[src/rtl/nasti_stream_mux.sv]
// Packet-level N-to-1 NASTI stream multiplexer with round-robin arbitration.
// A granted port owns the output until its t_last beat is accepted.
module nasti_stream_mux #(
    parameter int unsigned N_PORT       = 2,
    parameter int unsigned SELECT_WIDTH = (N_PORT > 1) ? $clog2(N_PORT) : 1,
    parameter int unsigned DATA_WIDTH   = 32,
    parameter int unsigned ID_WIDTH     = 4,
    parameter int unsigned DEST_WIDTH   = 4,
    parameter int unsigned USER_WIDTH   = 1
) (
    input  logic                                    i_aclk,
    input  logic                                    i_areset,
    input  logic                                    i_enable,
    // upstream lanes
    input  logic [N_PORT-1:0][DATA_WIDTH-1:0]       i_m_t_data,
    input  logic [N_PORT-1:0][DATA_WIDTH/8-1:0]     i_m_t_strb,
    input  logic [N_PORT-1:0][DATA_WIDTH/8-1:0]     i_m_t_keep,
    input  logic [N_PORT-1:0]                       i_m_t_last,
    input  logic [N_PORT-1:0][ID_WIDTH-1:0]         i_m_t_id,
    input  logic [N_PORT-1:0][DEST_WIDTH-1:0]       i_m_t_dest,
    input  logic [N_PORT-1:0][USER_WIDTH-1:0]       i_m_t_user,
    input  logic [N_PORT-1:0]                       i_m_t_valid,
    output logic [N_PORT-1:0]                       o_m_t_ready,
    // downstream lane
    output logic [DATA_WIDTH-1:0]                   o_s_t_data,
    output logic [DATA_WIDTH/8-1:0]                 o_s_t_strb,
    output logic [DATA_WIDTH/8-1:0]                 o_s_t_keep,
    output logic                                    o_s_t_last,
    output logic [ID_WIDTH-1:0]                     o_s_t_id,
    output logic [DEST_WIDTH-1:0]                   o_s_t_dest,
    output logic [USER_WIDTH-1:0]                   o_s_t_user,
    output logic                                    o_s_t_valid,
    input  logic                                    i_s_t_ready,
    // status
    output logic                                    o_busy,
    output logic [SELECT_WIDTH-1:0]                 o_grant
);

    typedef enum logic {
        StIdle,
        StLocked
    } state_e;

    state_e                  r_state;
    state_e                  w_state_next;
    logic [SELECT_WIDTH-1:0] r_grant;
    logic [SELECT_WIDTH-1:0] w_grant_next;
    logic [SELECT_WIDTH-1:0] r_rr_ptr;
    logic [SELECT_WIDTH-1:0] w_rr_next;
    logic                    w_req_any;
    logic [SELECT_WIDTH-1:0] w_pick;
    logic [SELECT_WIDTH-1:0] w_idx;
    int unsigned             w_sum;

    // First requester scanning from r_rr_ptr upward, wrapping at N_PORT.
    always_comb begin
        w_req_any = 1'b0;
        w_pick    = '0;
        w_sum     = 0;
        w_idx     = '0;
        for (int unsigned k = 0; k < N_PORT; k++) begin
            w_sum = 32'(r_rr_ptr) + k;
            if (w_sum >= N_PORT) begin
                w_sum = w_sum - N_PORT;
            end
            w_idx = SELECT_WIDTH'(w_sum);
            if (!w_req_any && i_m_t_valid[w_idx]) begin
                w_req_any = 1'b1;
                w_pick    = w_idx;
            end
        end
    end

    always_comb begin
        w_state_next = r_state;
        w_grant_next = r_grant;
        w_rr_next    = r_rr_ptr;
        o_s_t_valid  = 1'b0;
        o_m_t_ready  = '0;
        unique case (r_state)
            StIdle: begin
                if (i_enable && w_req_any) begin
                    w_state_next = StLocked;
                    w_grant_next = w_pick;
                end
            end
            StLocked: begin
                o_s_t_valid          = i_m_t_valid[r_grant];
                o_m_t_ready[r_grant] = i_s_t_ready;
                if (i_m_t_valid[r_grant] && i_s_t_ready && i_m_t_last[r_grant]) begin
                    w_state_next = StIdle;
                    w_rr_next    = (r_grant == SELECT_WIDTH'(N_PORT - 1)) ? '0
                                 : r_grant + SELECT_WIDTH'(1);
                end
            end
        endcase
    end

    always_ff @(posedge i_aclk or posedge i_areset) begin
        if (i_areset) begin
            r_state  <= StIdle;
            r_grant  <= '0;
            r_rr_ptr <= '0;
        end else begin
            r_state  <= w_state_next;
            r_grant  <= w_grant_next;
            r_rr_ptr <= w_rr_next;
        end
    end

    // Payload mirrors the granted lane even in IDLE; valid/ready gate it.
    assign o_s_t_data = i_m_t_data[r_grant];
    assign o_s_t_strb = i_m_t_strb[r_grant];
    assign o_s_t_keep = i_m_t_keep[r_grant];
    assign o_s_t_last = i_m_t_last[r_grant];
    assign o_s_t_id   = i_m_t_id[r_grant];
    assign o_s_t_dest = i_m_t_dest[r_grant];
    assign o_s_t_user = i_m_t_user[r_grant];

    assign o_busy  = (r_state == StLocked);
    assign o_grant = r_grant;

endmodule

[config.mk]
export PLATFORM = sky130hd
export DESIGN_NAME = nasti_stream_mux
export DESIGN_NICKNAME = d
export VERILOG_FILES = /design/src/rtl/nasti_stream_mux.sv
export SDC_FILE = /design/constraint.sdc
export NUM_CORES = 1
export LEC_CHECK = 0
export CAP_MARGIN = 20
export CORE_AREA = 2 2 60 76
export CTS_BUF_LIST = sky130_fd_sc_hd__clkbuf_4 sky130_fd_sc_hd__clkbuf_8
export DETAILED_ROUTE_END_ITERATION = 10
export DIE_AREA = 0 0 62 78
export HOLD_SLACK_MARGIN = 0.08
export PLACE_DENSITY_LB_ADDON = 0.08
export SYNTH_ARGS = -nofsm -noshare
export SYNTH_HDL_FRONTEND = slang
export SYNTH_SLANG_ARGS = --single-unit
[constraint.sdc]
create_clock -name i_aclk -period 2.7 [get_ports i_aclk]
set_input_delay 0.54 -clock i_aclk [delete_from_list [all_inputs] [get_ports i_aclk]]
set_output_delay 0.54 -clock i_aclk [all_outputs]
set_load 0.005 [all_outputs]
Word-level counts from Yosys, hierarchy flattened --
Cells that the tools add are included.
Storage, ports and cells: register bits after elaboration 3, bits in latches 0, bits in writable memories 0, memory bits (read-only) 0, output and inout bits 55, word-level logic and storage cells 57, memories 0
Operators by class: add/subtract/negate cells 4, multiply operators 0, divide/modulo/power cells 0, order comparisons 6, eq/ne operators 0, shifts and indexed selects 0, mux-type cells 34, bitwise operators 2, reduce and logical (&&, ||, !) cells 8
Operators by type and width (count):
- $mux 32 | 2
- $mux 4 | 8
- $mux 1 | 21
- $lt 1x2->1 const B | 3
- $logic_and 1x1->1 | 5
- $reduce_and 2->1 | 2
- $add 1x1->2 const B | 1
- $and 2x2->2 | 1
- $ge 1x2->1 const B | 1
- $ge 2x2->1 const B | 1
- $mux 2 | 1
- $pmux 1 s2 | 1
- $sub 1x1->1 const B | 2
- $add 1x1->1 const B | 1
- $demux 1 s1 | 1
- $ge 1x1->1 const B | 1
- $logic_not 1->1 | 1
- $not 1->1 | 1

Depth between registers and ports, before layout --
depth in word-level cells 11, gate-level depth with buffers 5, mapped depth without buffers 3

Least setup slack after synthesis --
Ideal clock, no wire load.
path kind flip-flop to output port, start point register r_grant, in the netlist o_grant, end point output port o_s_t_data[0], arrival 1001 ps, slack 1159 ps, stages on the path, launching flop included 4, path buffers 2, cell sequence dfrtp_1 > buf_6 > buf_8 > mux2_4
On the way: word-level cells in the longest chain between the ends 2
RTL lines:
- start: declaration | RTL line 46 | logic [SELECT_WIDTH-1:0] r_grant;
- start signal: assignment | RTL line 106 | r_grant <= w_grant_next;
- $mux 32 (not written as such) (2 in series) | RTL line 112 | assign o_s_t_data = i_m_t_data[r_grant];
- end: declaration | RTL line 25 | output logic [DATA_WIDTH-1:0] o_s_t_data,
Every way passes these cells. The select of a mux whose other input is x is not followed.

Worst setup path in the final report --
start point input port i_m_t_valid[1], end point output port o_s_t_valid
On the way: word-level cells in the longest chain between the ends 3
RTL lines:
- start: declaration | RTL line 22 | input logic [N_PORT-1:0] i_m_t_valid,
- $mux 1 (not written as such) (2 in series) | RTL line 88 | o_s_t_valid = i_m_t_valid[r_grant];
- $mux 1 | RTL line 80 | unique case (r_state)
- end: declaration | RTL line 32 | output logic o_s_t_valid,
Every way passes these cells. The select of a mux whose other input is x is not followed.

==> results_tabular.tex <==
\begin{tabular}{lr}
\hline
Metric & Value \\
\hline
\multicolumn{2}{l}{\textbf{Drt}} \\
Number of nets still failing antenna checks after routing & 0 \\
Drt via density & 4.36 \\
Detailed Route Iter0 Violations & 23 \\
Met2 WL post-DR & 2.65 mm \\
Wire length reported by the detailed router & between 4 and 5 mm \\
Post-Route M1 WL & 1.26 mm \\
Remaining design rule violation count & 0 \\
Top metal layer carrying routed signals & met4 \\
Detailed route wirelength on metal3 & 507 µm \\
First-pass detailed-route iteration total & 3 \\
Vias & 1,272 \\
Routed wirelength normalized by instance count & 15.4 µm \\
\multicolumn{2}{l}{\textbf{Clock network}} \\
Root Buffer & sky130\_fd\_sc\_hd\_\_clkbuf\_8 \\
Maximum root-to-sink buffer count & 2 \\
Total clock buffers created by CTS & 3 \\
H-tree depth & 1 \\
Post-cts sizing count & 0 \\
Clock transition at the registers of the reported paths & roughly 0.03 ns \\
Clock latency reported for the late side of the worst-skew pair & 0.22 ns \\
Post-CTS repair timing setup buffer count & 0 \\
Number of sinks driven by the clock tree & 3 \\
TritonCTS clock tree & yes \\
Number of buffers added to fix hold violations after cts & 0 \\
\multicolumn{2}{l}{\textbf{Place}} \\
Placed cell areas & around 2600 µm² \\
Routability congestion estimate from global placement & roughly 0.76 \\
\# port buffers & 160 \\
\multicolumn{2}{l}{\textbf{STA}} \\
Final period utilization & 0.884 \\
Shortest clock period the worst path allows after layout & 2.39 ns \\
Fmax & 419 MHz \\
RSZ-0062 raised after global routing & false \\
Number of hold-slack violations in the final timing report & 0 \\
Tightest slew margin relative to the limit & 0.815 \\
Setup TNS Final & 0 ns \\
Transition at the pin with the smallest max-transition slack & around 0.28 ns \\
Maximum clock skew at final layout & 0.000242 ns \\
Final setup viols & 0 \\
Pins Over Slew Limit & 0 \\
\multicolumn{2}{l}{\textbf{Yosys}} \\
Avg Inst Size Synth & 13.2 µm² \\
Fraction of the yosys area taken by sequential cells & 0.0746 \\
Yosys warnings & 0 \\
Post-synthesis cell area & 1010 µm² \\
Post-Synthesis Cells & between 70 and 80 \\
Number of storage elements in the synthesis netlist & 3 \\
Number of nets produced by synthesis & 182 \\
Distinct cell type count after synthesis & 18 \\
\multicolumn{2}{l}{\textbf{Power}} \\
Static leakage & $\sim$0.0011 µW \\
Largest vdd supply drop & 0.569 mV \\
Pwr per Cell Area & 647 nW/µm² \\
\multicolumn{2}{l}{\textbf{Critical path}} \\
Reg-to-reg critical path endpoint & r\_rr\_ptr \\
Depth of the most critical reg-to-reg path & 4 \\
Endpoint kind of the worst setup timing path & output port \\
End of the critical path & o\_s\_t\_valid \\
Max FO, Critical Path & 6 \\
Register-to-Register Setup Slack & 1.46 ns \\
CP arrival & 1.85 ns \\
Required arrival time at the worst endpoint & 2.16 ns \\
Timing startpoint of the critical path & i\_m\_t\_valid[1] \\
Reg-to-Reg Start & o\_grant \\
Sort of element at the start of the critical path & primary input \\
Setup CP Type & in -> out \\
\multicolumn{2}{l}{\textbf{Floorplanning}} \\
Core box area & 4070 µm² \\
Standard-cell rows & 26 \\
Die width & 62 µm \\
Initial Util & 0.247 \\
I/O pin count & 161 \\
Die area & $\sim$4800 µm² \\
Vertical extent of the die & 78 µm \\
\multicolumn{2}{l}{\textbf{Global routing}} \\
Maximum number of pins on one net before global-route repair & 39 \\
Global-route wire length before repair & 6.50 mm \\
GRT overflow & 0 \\
Vias in the first global route & 1,357 \\
Tot GR Track Use & 0.180 \\
Number of antenna violations at the first check in global routing & 0 \\
\multicolumn{2}{l}{\textbf{Outcome}} \\
Run status & finished, final reports clean \\
\multicolumn{2}{l}{\textbf{Worst hold path}} \\
Class of the tightest hold or removal check & in -> async \\
\multicolumn{2}{l}{\textbf{Finish}} \\
Commonest non-fill, non-tap cell in the layout & sky130\_fd\_sc\_hd\_\_clkdlybuf4s50\_1 \\
Filler cell count & 341 \\
Syn-to-layout area delta & 165\% \\
Most frequent cells in the layout & 160 x sky130\_fd\_sc\_hd\_\_clkdlybuf4s50\_1, 47 x sky130\_fd\_sc\_hd\_\_mux2\_4, 4 x sky130\_fd\_sc\_hd\_\_a31oi\_1 \\
Count of antenna diodes in the layout & 0 \\
Number of nets in the finished design & between 300 and 400 \\
Layout cells sized above 1 & 0.242 \\
Post-route standard cell area excluding fillers & 2660 µm² \\
\multicolumn{2}{l}{\textbf{Flow run}} \\
Number of violations of the max-capacitance limit & 0 \\
\hline
\end{tabular}
## stage by stage
stage	std cells	setup slack [ns]	total power, µW	utilization	hold slack [ns]
floorplan	76	1.16	955	-	0.294
global placement	288	0.358	1570	0.643	0.537
detailed placement	288	0.333	1600	0.643	0.542
CTS	292	0.311	1740	0.655	0.489
global route	292	0.250	1830	0.655	0.514
finish	292	0.313	1720	0.655	0.487
## Yosys cell counts
library cell	number	area (µm²)
sky130_fd_sc_hd__nor2b_1	2	12.5
sky130_fd_sc_hd__dfrtp_1	3	75.1
sky130_fd_sc_hd__nor2_1	1	3.75
sky130_fd_sc_hd__nand2_1	2	7.51
sky130_fd_sc_hd__mux2i_1	1	10.0
sky130_fd_sc_hd__mux2_2	3	33.8
sky130_fd_sc_hd__a31oi_1	4	25.0
sky130_fd_sc_hd__mux2_4	47	706
sky130_fd_sc_hd__buf_6	1	11.3
sky130_fd_sc_hd__o21a_1	1	7.51
sky130_fd_sc_hd__and3_1	1	6.26
sky130_fd_sc_hd__inv_1	1	3.75
sky130_fd_sc_hd__and3b_1	1	8.76
sky130_fd_sc_hd__buf_12	1	20.0
sky130_fd_sc_hd__nand3_1	1	5.00
sky130_fd_sc_hd__a21oi_1	1	5.00
sky130_fd_sc_hd__o21ai_1	1	5.00
sky130_fd_sc_hd__buf_8	4	60.1
## logic make-up after synthesis
kind of cell    count (synthesis)  synth area share
simple gates                    8            0.0435
mux                            51             0.745
buf+inv                         7            0.0945
flops                           3            0.0746
compound gates                  7            0.0423
## area by class of cell
type / count / area (µm²) / share of cell area
tap: 56 / 70.1 / 0.0263
sequential: 3 / 76.3 / 0.0287
multi-input combinational: 66 / 836 / 0.314
clock buffer: 4 / 48.8 / 0.0183
timing repair buffer: 162 / 1630 / 0.612
inverter: 1 / 3.75 / 0.00141
## layer usage
metal / up-vias / GRT usage
met1: 580 / 0.147
met2: 78 / 0.369
met3: 8 / 0.0567
met5: - / 0
met4: 0 / 0.0489
li1: 606 / -
## worst min-delay path by stage
stage                   from        to  slack [ns]  depth (start not counted)
finish              i_areset  r_rr_ptr        0.49                          2
global route        i_areset    o_busy        0.51                          2
CTS                 i_areset    o_busy        0.49                          2
detailed placement  r_rr_ptr   o_grant        0.54                          2
global placement    r_rr_ptr   o_grant        0.54                          2
floorplan           i_areset    o_busy        0.29                          1
## critical path, cell delays in order
cell and delay [ns]:
sky130_fd_sc_hd__clkdlybuf4s50_1 0.57, sky130_fd_sc_hd__mux2i_1 0.11, sky130_fd_sc_hd__nor2b_1 0.12, sky130_fd_sc_hd__clkdlybuf4s50_1 0.50
## state kept, by name, indices dropped and copies added, names as in the netlist
register	flops
o_grant	1
r_rr_ptr	1
o_busy	1
## power breakdown
group / leakage (µW) / internal [µW] / switching (µW)
sequential: 0.0000326 / 67.2 / 20.8
clock: 0.0000262 / 111 / 30.6
combinational: 0.00108 / 1040 / 453
(Power assumes the default switching activity.)
